File: src/rtl/mem_access_unit_pkg.sv
// Shared definitions for the CPU memory access unit: size codes, FSM states,
// the default timeout and the access legality rule.
package mem_access_unit_pkg;

  typedef enum logic [1:0] {
    SizeByte  = 2'd0,
    SizeHalf  = 2'd1,
    SizeWord  = 2'd2,
    SizeDword = 2'd3
  } size_e;

  typedef enum logic [1:0] {
    StIdle   = 2'd0,
    StAccess = 2'd1,
    StResp   = 2'd2
  } state_e;

  localparam int unsigned DefaultTimeout = 16;

  // Misaligned for its size, or a dword access on a 32-bit datapath.
  function automatic logic is_illegal(input logic [2:0] addr_lsb, input size_e size,
                                      input int unsigned dw);
    logic [2:0] align_mask;
    align_mask = (3'd1 << size) - 3'd1;
    return ((addr_lsb & align_mask) != 3'd0) || ((size == SizeDword) && (dw == 32));
  endfunction

endpackage

File: src/rtl/mem_access_unit_if.sv
// CPU-side operation/response and memory-side request/ack bundle.
interface mem_access_unit_if #(
  parameter int unsigned DW = 32,
  parameter int unsigned AW = 12
);
  localparam int unsigned OW = $clog2(DW / 8);

  logic              op_valid;
  logic              op_ready;
  logic              op_wr;
  logic [1:0]        op_size;
  logic              op_signed;
  logic [AW-1:0]     op_addr;
  logic [DW-1:0]     op_wdata;
  logic              rsp_valid;
  logic [DW-1:0]     rsp_rdata;
  logic              rsp_err;
  logic              mem_req;
  logic              mem_we;
  logic [AW-OW-1:0]  mem_addr;
  logic [DW/8-1:0]   mem_be;
  logic [DW-1:0]     mem_wdata;
  logic              mem_ack;
  logic [DW-1:0]     mem_rdata;

  // Driver side: the CPU and the memory together.
  modport master (
    output op_valid, op_wr, op_size, op_signed, op_addr, op_wdata, mem_ack, mem_rdata,
    input  op_ready, rsp_valid, rsp_rdata, rsp_err, mem_req, mem_we, mem_addr, mem_be,
           mem_wdata
  );

  // The access unit itself.
  modport slave (
    input  op_valid, op_wr, op_size, op_signed, op_addr, op_wdata, mem_ack, mem_rdata,
    output op_ready, rsp_valid, rsp_rdata, rsp_err, mem_req, mem_we, mem_addr, mem_be,
           mem_wdata
  );
endinterface

File: src/rtl/load_align.sv
// Extracts the addressed lanes of a read word, right-aligns them and
// sign- or zero-extends to the full data width.
module load_align
  import mem_access_unit_pkg::*;
#(
  parameter int unsigned DW = 32
) (
  input  logic [DW-1:0]             rdata,
  input  size_e                     size,
  input  logic                      sign,
  input  logic [$clog2(DW/8)-1:0]   offset,
  output logic [DW-1:0]             data
);
  localparam int unsigned NB = DW / 8;
  localparam int unsigned IW = $clog2(DW);

  logic [DW-1:0] shifted;
  int unsigned   nbytes;
  logic [IW-1:0] msb_idx;
  logic          fill;

  always_comb begin
    shifted = rdata >> {offset, 3'b000};
    nbytes  = 32'd1 << size;
    // A dword on a 32-bit datapath never reaches here; clamp to keep indices in range.
    if (nbytes > NB) nbytes = NB;
    msb_idx = IW'(nbytes * 8 - 1);
    fill    = sign & shifted[msb_idx];
    data    = '0;
    for (int unsigned i = 0; i < NB; i++) begin
      data[i*8 +: 8] = (i < nbytes) ? shifted[i*8 +: 8] : {8{fill}};
    end
  end

endmodule

File: src/rtl/mem_access_unit.sv
// Single-outstanding load/store unit: registers a CPU access, issues one memory
// request with lane enables/replication, and returns an extended, one-cycle response.
module mem_access_unit
  import mem_access_unit_pkg::*;
#(
  parameter int unsigned DW      = 32,
  parameter int unsigned AW      = 12,
  parameter int unsigned TIMEOUT = DefaultTimeout
) (
  input logic              clk,
  input logic              rst,
  mem_access_unit_if.slave bus
);
  localparam int unsigned NB = DW / 8;
  localparam int unsigned OW = $clog2(NB);
  localparam int unsigned IW = $clog2(DW);

  state_e        state_q, state_d;
  logic          wr_q, wr_d;
  size_e         size_q, size_d;
  logic          sign_q, sign_d;
  logic [AW-1:0] addr_q, addr_d;
  logic [DW-1:0] wdata_q, wdata_d;
  logic          err_q, err_d;
  logic [DW-1:0] rdata_q, rdata_d;
  logic [7:0]    cnt_q, cnt_d;

  logic          in_access;
  logic [DW-1:0] aligned_rdata;

  load_align #(
    .DW (DW)
  ) u_load_align (
    .rdata  (bus.mem_rdata),
    .size   (size_q),
    .sign   (sign_q),
    .offset (addr_q[OW-1:0]),
    .data   (aligned_rdata)
  );

  always_comb begin
    state_d = state_q;
    wr_d    = wr_q;
    size_d  = size_q;
    sign_d  = sign_q;
    addr_d  = addr_q;
    wdata_d = wdata_q;
    err_d   = err_q;
    rdata_d = rdata_q;
    cnt_d   = cnt_q;
    unique case (state_q)
      StIdle: begin
        if (bus.op_valid) begin
          wr_d    = bus.op_wr;
          size_d  = size_e'(bus.op_size);
          sign_d  = bus.op_signed;
          addr_d  = bus.op_addr;
          wdata_d = bus.op_wdata;
          rdata_d = '0;
          cnt_d   = '0;
          err_d   = is_illegal(bus.op_addr[2:0], size_e'(bus.op_size), DW);
          state_d = err_d ? StResp : StAccess;
        end
      end
      StAccess: begin
        if (bus.mem_ack) begin
          rdata_d = wr_q ? '0 : aligned_rdata;
          state_d = StResp;
        end else if (cnt_q == 8'(TIMEOUT - 1)) begin
          err_d   = 1'b1;
          state_d = StResp;
        end else begin
          cnt_d = cnt_q + 8'd1;
        end
      end
      StResp:  state_d = StIdle;
      default: state_d = StIdle;
    endcase
  end

  always_ff @(posedge clk) begin
    if (!rst) begin
      state_q <= StIdle;
      wr_q    <= 1'b0;
      size_q  <= SizeByte;
      sign_q  <= 1'b0;
      addr_q  <= '0;
      wdata_q <= '0;
      err_q   <= 1'b0;
      rdata_q <= '0;
      cnt_q   <= '0;
    end else begin
      state_q <= state_d;
      wr_q    <= wr_d;
      size_q  <= size_d;
      sign_q  <= sign_d;
      addr_q  <= addr_d;
      wdata_q <= wdata_d;
      err_q   <= err_d;
      rdata_q <= rdata_d;
      cnt_q   <= cnt_d;
    end
  end

  assign in_access     = (state_q == StAccess);
  assign bus.op_ready  = (state_q == StIdle);
  assign bus.rsp_valid = (state_q == StResp);
  assign bus.rsp_err   = bus.rsp_valid & err_q;
  assign bus.rsp_rdata = rdata_q;
  assign bus.mem_req   = in_access;
  assign bus.mem_we    = in_access & wr_q;
  assign bus.mem_addr  = in_access ? addr_q[AW-1:OW] : '0;

  int unsigned   nbytes;
  logic [NB-1:0] lane_mask;
  logic [IW-1:0] src_idx;

  // Memory-side lane enables and replicated store data, forced to zero outside ACCESS.
  always_comb begin
    nbytes        = 32'd1 << size_q;
    lane_mask     = NB'((16'd1 << nbytes) - 16'd1);
    bus.mem_be    = '0;
    bus.mem_wdata = '0;
    src_idx       = '0;
    if (in_access) begin
      bus.mem_be = lane_mask << addr_q[OW-1:0];
      for (int unsigned i = 0; i < NB; i++) begin
        src_idx = IW'((i % nbytes) * 8);
        bus.mem_wdata[i*8 +: 8] = wdata_q[src_idx +: 8];
      end
    end
  end

endmodule

File: src/flat_wrapper.sv
// flat-port wrapper written by rule: the top's interface ports become plain ports
module mem_access_unit_flat import mem_access_unit_pkg::*;
#(
  parameter int unsigned DW      = 32,
  parameter int unsigned AW      = 12,
  parameter int unsigned TIMEOUT = DefaultTimeout
)
  (clk, rst, bus_op_valid, bus_op_wr, bus_op_size, bus_op_signed, bus_op_addr, bus_op_wdata, bus_mem_ack, bus_mem_rdata, bus_op_ready, bus_rsp_valid, bus_rsp_rdata, bus_rsp_err, bus_mem_req, bus_mem_we, bus_mem_addr, bus_mem_be, bus_mem_wdata);
  mem_access_unit_if #(.DW(DW), .AW(AW)) bus_i ();
  input logic clk;
  input logic rst;
  input wire logic [$bits(bus_i.op_valid)-1:0] bus_op_valid;
  input wire logic [$bits(bus_i.op_wr)-1:0] bus_op_wr;
  input wire logic [$bits(bus_i.op_size)-1:0] bus_op_size;
  input wire logic [$bits(bus_i.op_signed)-1:0] bus_op_signed;
  input wire logic [$bits(bus_i.op_addr)-1:0] bus_op_addr;
  input wire logic [$bits(bus_i.op_wdata)-1:0] bus_op_wdata;
  input wire logic [$bits(bus_i.mem_ack)-1:0] bus_mem_ack;
  input wire logic [$bits(bus_i.mem_rdata)-1:0] bus_mem_rdata;
  output wire logic [$bits(bus_i.op_ready)-1:0] bus_op_ready;
  output wire logic [$bits(bus_i.rsp_valid)-1:0] bus_rsp_valid;
  output wire logic [$bits(bus_i.rsp_rdata)-1:0] bus_rsp_rdata;
  output wire logic [$bits(bus_i.rsp_err)-1:0] bus_rsp_err;
  output wire logic [$bits(bus_i.mem_req)-1:0] bus_mem_req;
  output wire logic [$bits(bus_i.mem_we)-1:0] bus_mem_we;
  output wire logic [$bits(bus_i.mem_addr)-1:0] bus_mem_addr;
  output wire logic [$bits(bus_i.mem_be)-1:0] bus_mem_be;
  output wire logic [$bits(bus_i.mem_wdata)-1:0] bus_mem_wdata;
  assign bus_i.op_valid = bus_op_valid;
  assign bus_i.op_wr = bus_op_wr;
  assign bus_i.op_size = bus_op_size;
  assign bus_i.op_signed = bus_op_signed;
  assign bus_i.op_addr = bus_op_addr;
  assign bus_i.op_wdata = bus_op_wdata;
  assign bus_i.mem_ack = bus_mem_ack;
  assign bus_i.mem_rdata = bus_mem_rdata;
  assign bus_op_ready = bus_i.op_ready;
  assign bus_rsp_valid = bus_i.rsp_valid;
  assign bus_rsp_rdata = bus_i.rsp_rdata;
  assign bus_rsp_err = bus_i.rsp_err;
  assign bus_mem_req = bus_i.mem_req;
  assign bus_mem_we = bus_i.mem_we;
  assign bus_mem_addr = bus_i.mem_addr;
  assign bus_mem_be = bus_i.mem_be;
  assign bus_mem_wdata = bus_i.mem_wdata;
  mem_access_unit #(.DW(DW), .AW(AW), .TIMEOUT(TIMEOUT)) u_core (.clk(clk), .rst(rst), .bus(bus_i));
endmodule
File: config.mk
export PLATFORM = sky130hd
export DESIGN_NAME = mem_access_unit_flat
export DESIGN_NICKNAME = d
export VERILOG_FILES = /design/src/rtl/mem_access_unit_pkg.sv /design/src/rtl/mem_access_unit_if.sv /design/src/rtl/load_align.sv /design/src/rtl/mem_access_unit.sv /design/src/flat_wrapper.sv
export SDC_FILE = /design/constraint.sdc
export NUM_CORES = 1
export LEC_CHECK = 0
export BUFFER_PORTS_ARGS = -buffer_cell sky130_fd_sc_hd__buf_2
export CAP_MARGIN = 20
export CELL_PAD_IN_SITES_DETAIL_PLACEMENT = 1
export CELL_PAD_IN_SITES_GLOBAL_PLACEMENT = 2
export CORE_UTILIZATION = 25
export DETAILED_ROUTE_END_ITERATION = 7
export PLACE_DENSITY = 0.73
export SLEW_MARGIN = 20
export SYNTH_ARGS = -nofsm -noshare
export SYNTH_HDL_FRONTEND = slang
export SYNTH_HIERARCHICAL = 1
export SYNTH_SLANG_ARGS = --single-unit
File: constraint.sdc
create_clock -name clk -period 2.9 [get_ports clk]
set_input_delay 0.29 -clock clk [delete_from_list [all_inputs] [get_ports clk]]
set_output_delay 0.29 -clock clk [all_outputs]
set_load 0.005 [all_outputs]
# Word level (Yosys, flattened, before mapping)
# Index checks and enable logic that the tools add are counted.
# classes
n_addsub	4
div_mod_pow	4
magnitude_cmp	6
n_eq_ne	10
shifts	9
muxes	27
bitwise	4
reduce_logical	9
# op_table
operator	count
2-to-1 mux 32 bit	5
variable part select 32 x 6 -> 8 bit	4
less-than comparator 1 x 32 -> 1 bit (first input constant)	2
less-than comparator 2 x 32 -> 1 bit (first input constant)	2
modulo 2 x 32 -> 32 bit (first input constant)	2
case mux 32 bit (2 select lines)	1
2-to-1 mux 8 bit	7
> comparator 32 x 3 -> 1 bit (second input constant)	1
modulo 0 x 32 -> 32 bit	1
modulo 1 x 32 -> 32 bit (first input constant)	1
left shift 1 x 2 -> 32 bit (first input constant)	1
left shift 1 x 32 -> 4 bit (first input constant)	1
right shift 32 x 5 -> 32 bit	1
case mux 8 bit (2 select lines)	1
2-to-1 mux 10 bit	1
inequality test 2 bit (second input constant)	5
adder 8 x 1 -> 8 bit (second input constant)	1
== test 8 x 4 -> 1 bit (second input constant)	1
2-to-1 mux 2 bit	4
AND reduction 4 bit	2
less-than comparator 5 x 6 -> 1 bit (second input constant)	1
binary-select mux 1 bit (select 5 bit)	1
subtractor 5 x 1 -> 5 bit (second input constant)	1
== test 2 bit (second input constant)	2
other kinds (18)	24
# word_totals
regBits	91
inputBits	84
out_inout_bits	83

# Depth between registers and ports, before layout
# depth
depth_word	11
ltp_mapped	11
ltp_nobuf	8

# By module
# Netlist, hierarchy kept.
# modules_own_cells
mod	n_inst	cells_each	area_per_inst_um2
mem_access_unit	1	579	4421.7
load_align	1	144	940.9

# Worst setup path after synthesis
# OpenSTA, ideal clock, no wires.
# synth_timing
kind	register to register
startpoint	register u_core.size_q[0]
endpoint	register u_core.rdata_q[21] (netlist: u_core/bus.rsp_rdata[21])
setup_ns	0.070
t_arrival_ns	2.708
t_required_ns	2.830
path_slack_ns	0.121
path_stages_with_launch	12
path_buffers	4
period_less_slack_ns	2.779
path_cell_list	dfxtp_1 or2_2 buf_2 buf_1 ha_1 or3b_1 or3_1 clkbuf_1 buf_2 o211ai_2 nand3_1 a21oi_1
# synth_between
elab_chain_len	11
word_cells_on_any_way	12
# synth_lines
item	line	text
start, declared	mem_access_unit.sv:20	size_e size_q, size_d;
start signal, assigned	mem_access_unit.sv:85	size_q <= SizeByte;
start signal, assigned	mem_access_unit.sv:95	size_q <= size_d;
left shift 1 x 2 -> 32 bit *	load_align.sv:24	nbytes = 32'd1 << size;
> comparator 32 x 3 -> 1 bit	load_align.sv:26	if (nbytes > NB) nbytes = NB;
2-to-1 mux 32 bit *	load_align.sv:26	
subtractor 5 x 1 -> 5 bit	load_align.sv:27	msb_idx = IW'(nbytes * 8 - 1);
binary-select mux 1 bit (select 5 bit)	load_align.sv:28	fill = sign & shifted[msb_idx];
2-to-1 mux 1 bit (implied by the code)	load_align.sv:28	
bitwise AND 1 bit	load_align.sv:28	
2-to-1 mux 8 bit *	load_align.sv:31	data[i*8 +: 8] = (i < nbytes) ? shifted[i*8 +: 8] : {8{fill}};
net u_core.aligned_rdata[21]	mem_access_unit.sv:29	logic [DW-1:0] aligned_rdata;
2-to-1 mux 32 bit *	mem_access_unit.sv:67	rdata_d = wr_q ? '0 : aligned_rdata;
2-to-1 mux 32 bit *	mem_access_unit.sv:66	if (bus.mem_ack) begin
case mux 32 bit (2 select lines) *	mem_access_unit.sv:51	unique case (state_q)
end signal, assigned	mem_access_unit.sv:100	rdata_q <= rdata_d;
end, declared	mem_access_unit.sv:25	logic [DW-1:0] rdata_q, rdata_d;
# Mark *: on every way through the listed nets, which the timed path passes. The rest lies on a longest branch. The select of a mux whose other input is x is not followed.
# A chain may end at the register's enable or synchronous reset.

# Final worst setup path
# layout_timing
startpoint	register u_core.size_q[0]
endpoint	output bus_mem_wdata[0]
# layout_between
elab_chain_len	4
# layout_lines
item	line	text
left shift 1 x 2 -> 32 bit	mem_access_unit.sv:120	nbytes = 32'd1 << size_q;
modulo 0 x 32 -> 32 bit	mem_access_unit.sv:128	src_idx = IW'((i % nbytes) * 8);
variable part select 32 x 6 -> 8 bit	mem_access_unit.sv:129	bus.mem_wdata[i*8 +: 8] = wdata_q[src_idx +: 8];
2-to-1 mux 32 bit	mem_access_unit.sv:125	if (in_access) begin
end, declared	flat_wrapper.sv:28	output wire logic [$bits(bus_i.mem_wdata)-1:0] bus_mem_wdata;
# Every way passes these cells.

==> flow_metrics.env <==
export IMPL_outcome="finished clean"
export IMPL_cts_root_buffer="clkbuf_16"
export IMPL_start_util_pct=25.5
export IMPL_drive_gt1_share_pct=26.4
export IMPL_cts_htree_levels=3
export IMPL_avgSynthCellArea_um2=7.42
export IMPL_ys_async_sr_fraction_pct=0
export IMPL_cp_slowest_stage_delay_ns=0.45
export IMPL_fin_skew_ns=0.00524
export IMPL_wl_um=20000
export IMPL_clockBufferDepth=2
export IMPL_die_y_um=148
export IMPL_ys_types=58
export IMPL_die_area_um2=22000
export IMPL_viasPerCell=4.94
export IMPL_core_area_um2=21000
export IMPL_num_vias=5649
export IMPL_gp_congestion=0.796
export IMPL_numCtsBuffers=9
export IMPL_antenna_left=0
export IMPL_powerDensity_nw_per_um2=509
export IMPL_path_max_fanout=15
export IMPL_path_buf_inv=3
export IMPL_p_clk_share_pct=35.7
export IMPL_power_mw=3.46
export IMPL_syn_area_um2=5360
export IMPL_fin_crit_sh_pct=92.8
export IMPL_slew_violations=0
export IMPL_drcViolationCount=0
export IMPL_rsz0062_at_grt="false"
export IMPL_synth_most_common_cell="nand2_1"
export IMPL_seq_power_share_pct=39.7
export IMPL_grt_pass1_wl_um=31300
export IMPL_p_sw_mw=1.10
export IMPL_clk_pin_slew_worst_paths_ns=0.07
export IMPL_synth_enable_flop_cells=0
export IMPL_ir_drop_mv=0.277
export IMPL_ioPinCount=167
export IMPL_wl_per_cell_um=17.5
export IMPL_cap_viol_max_count=0
export IMPL_place_area_um2=6460
export IMPL_synthFlopType="dfxtp_1"
export IMPL_fmax_mhz=371
export IMPL_synth_yosys_seq_area_share_pct=34.0
export IMPL_synth_commonest_cells="nand2_1, a21oi_1, dfxtp_1"
export IMPL_p_comb_share_pct=24.6
export IMPL_end_kind="output pin"
export IMPL_dr_pass1_iters=6
export IMPL_grtUsageTotal_pct=18.4
export IMPL_worstMarginPinSlew_ns=0.798
export IMPL_multi_input_area_um2=3270
export IMPL_post_route_cell_area_um2=6800
export IMPL_clk_latency_ns=0.35
export IMPL_netlist_area_leader_share_pct=34.0
export IMPL_path_cells="and2_1 > inv_1 > ha_1 > nor3_2 > a21o_2 > buf_12 > a2bb2oi_1 > nor3_1 > buf_2"
export IMPL_port_buffers=166
export IMPL_cts_tree="done"
export IMPL_cp_depth=9
export IMPL_worstPathRequired_ns=2.61
export IMPL_holdPathStages=3
export IMPL_nNetsFinal=956
export IMPL_fin_crit_ns=2.69
export IMPL_path_class="reg -> out"
export IMPL_setup_viol=0
export IMPL_grt_max_degree=66
export IMPL_syn2layout_area_growth_pct=26.7
export IMPL_cts_hold_buf=0
export IMPL_grt_pass1_vias=5663
export IMPL_synth_area_leaders="dfxtp_1, nand2_1, a21oi_1, mux2i_1, nand3_1"
export IMPL_drt_iter0_drc=166
export IMPL_critPathArrivalTime_ns=2.40
export IMPL_netSwitchingFraction_pct=31.8
export IMPL_antenna_found_initial=1
export IMPL_grt_use_met1_pct=24.9
export IMPL_yosys_area_top_type="dfxtp_1"
export IMPL_cp_top_family="simple AND/OR/NAND/NOR gates"
export IMPL_hold_viol=0
export IMPL_tns_ns=0
export IMPL_top_usage_layer="met2"
export IMPL_cpMaxStageDelayCell="dfxtp_2"
export IMPL_met3_usage_pct=2.76
export IMPL_yosysWarnings=6
export IMPL_std_cell_rows=53
export IMPL_grt_overflow_total=0
export IMPL_synth_seq_cells=91
export IMPL_grtUsageMet2_pct=30.0
export IMPL_die_x_um=148
export IMPL_intPower_mw=2.36
export IMPL_power_leakage_nw=2.87
export IMPL_max_slew_margin_pct=46.7
export IMPL_fillerInstances=2634
export IMPL_synth_cells=723
export IMPL_worstRegToRegCells=7
export IMPL_start_kind="register"
export IMPL_dpl_hpwl_um=14500
export IMPL_hold_class="in -> reg"
export IMPL_regArea_um2=1830
export IMPL_synth_nets=815
export IMPL_cts_sinks=91
## per-layer routing
| layer | vias up | wire [µm] |
|---|---|---|
| li1 | 2791 | - |
| met3 | 18 | 726 |
| met4 | 0 | 274 |
| met5 | - | 0 |
| met1 | 2722 | 9630 |
| met2 | 118 | 9350 |
## final cells by class
type,count,area share (%)
antenna,1,0.0368
clock buffer,12,3.77
clock inverter,3,0.681
inverter,10,0.552
multi-input combinational,565,48.1
sequential,91,26.9
tap,275,5.06
timing repair buffer,187,14.9
## path summary, 6_finish.rpt
path                       startpoint                        to  slack, ns
max reg2reg          u_core/size_q[0]  u_core/bus.rsp_rdata[23]       0.30
max                  u_core/size_q[0]          bus_mem_wdata[0]       0.21
min reg2reg  u_core/bus.rsp_rdata[14]  u_core/bus.rsp_rdata[14]       0.45
min                   bus_op_wdata[1]         u_core/wdata_q[1]       0.18
## state kept, by name, summed over array words and instances, names as in the netlist
| name | flops |
|---|---|
| u_core/addr_q | 12 |
| u_core/cnt_q | 8 |
| u_core/bus.rsp_rdata | 32 |
| u_core/err_q | 1 |
| u_core/size_q | 2 |
| u_core/wr_q | 1 |
| u_core/state_q | 2 |
| u_core/wdata_q | 32 |
| u_core/sign_q | 1 |
## tightest hold or removal path: stages
cell,delay (ns)
buf_2,0.10
nand2_1,0.05
a21oi_1,0.05
## stage by stage
stage | utilization (%) | std cells | worst slack [ns] | hold slack (ns)
2_1_floorplan | - | 723 | 0.121 | 0.426
3_3_place_gp | 30.7 | 1127 | 0.265 | 0.437
3_5_place_dp | 30.7 | 1127 | 0.144 | 0.445
4_1_cts | 32.3 | 1143 | 0.0938 | 0.161
5_1_grt | 32.3 | 1144 | 0.0604 | 0.169
6_report | 32.3 | 1144 | 0.208 | 0.176
## cell usage in the layout, fill, tap and decap left out, types with 3 or more instances in the layout
cell type    n
nand2_1    162
ha_1         7
buf_4       19
dfxtp_1     88
inv_1        7
nor3_1      10
dfxtp_2      3
a21o_2       3
buf_2      166
clkbuf_16    9
nand2b_1     8
o211ai_1    10
nor2_1      35
a221oi_1     7
nand3_1     43
o21ai_0     19
or3_1       16
a21oi_1    119
mux2i_1     57
nor2b_1      4
a2bb2oi_1    7
and3_1       3
and2_1      14
## cell families (layout without fill, tap and decap cells)
group                    after synthesis  in the layout  share of synthesized area [%]
flip-flops                            91             91                           34.0
adder cells (fa/ha/maj)                8              8                           1.87
multiplexers                          60             60                           11.5
other                                  0              1                              0
AND/OR/NAND/NOR                      312            312                           26.6
XOR/XNOR                               1              1                          0.163
AO/OA/AOI/OAI                        184            184                           20.5
buffers and inverters                 67            212                           5.48
## power by group through the flow
stage | combinational (mW) | clock, mW | sequential (mW)
after CTS | 0.858 | 1.28 | 1.37
final | 0.851 | 1.23 | 1.37
after floorplan | 0.553 | 0 | 1.37
after detailed placement | 0.840 | 0 | 1.40
after global placement | 0.830 | 0 | 1.40
after global routing | 0.944 | 1.33 | 1.38
## what timing repair did
item                       in CTS  in global routing
setup buffers                   1                  0
hold endpoints to repair        0                  0
cloned                          0                  0
pin swaps                       1                  0
resized for setup               4                  3
setup endpoints to repair       8                  5
(Power assumes the default switching activity.)
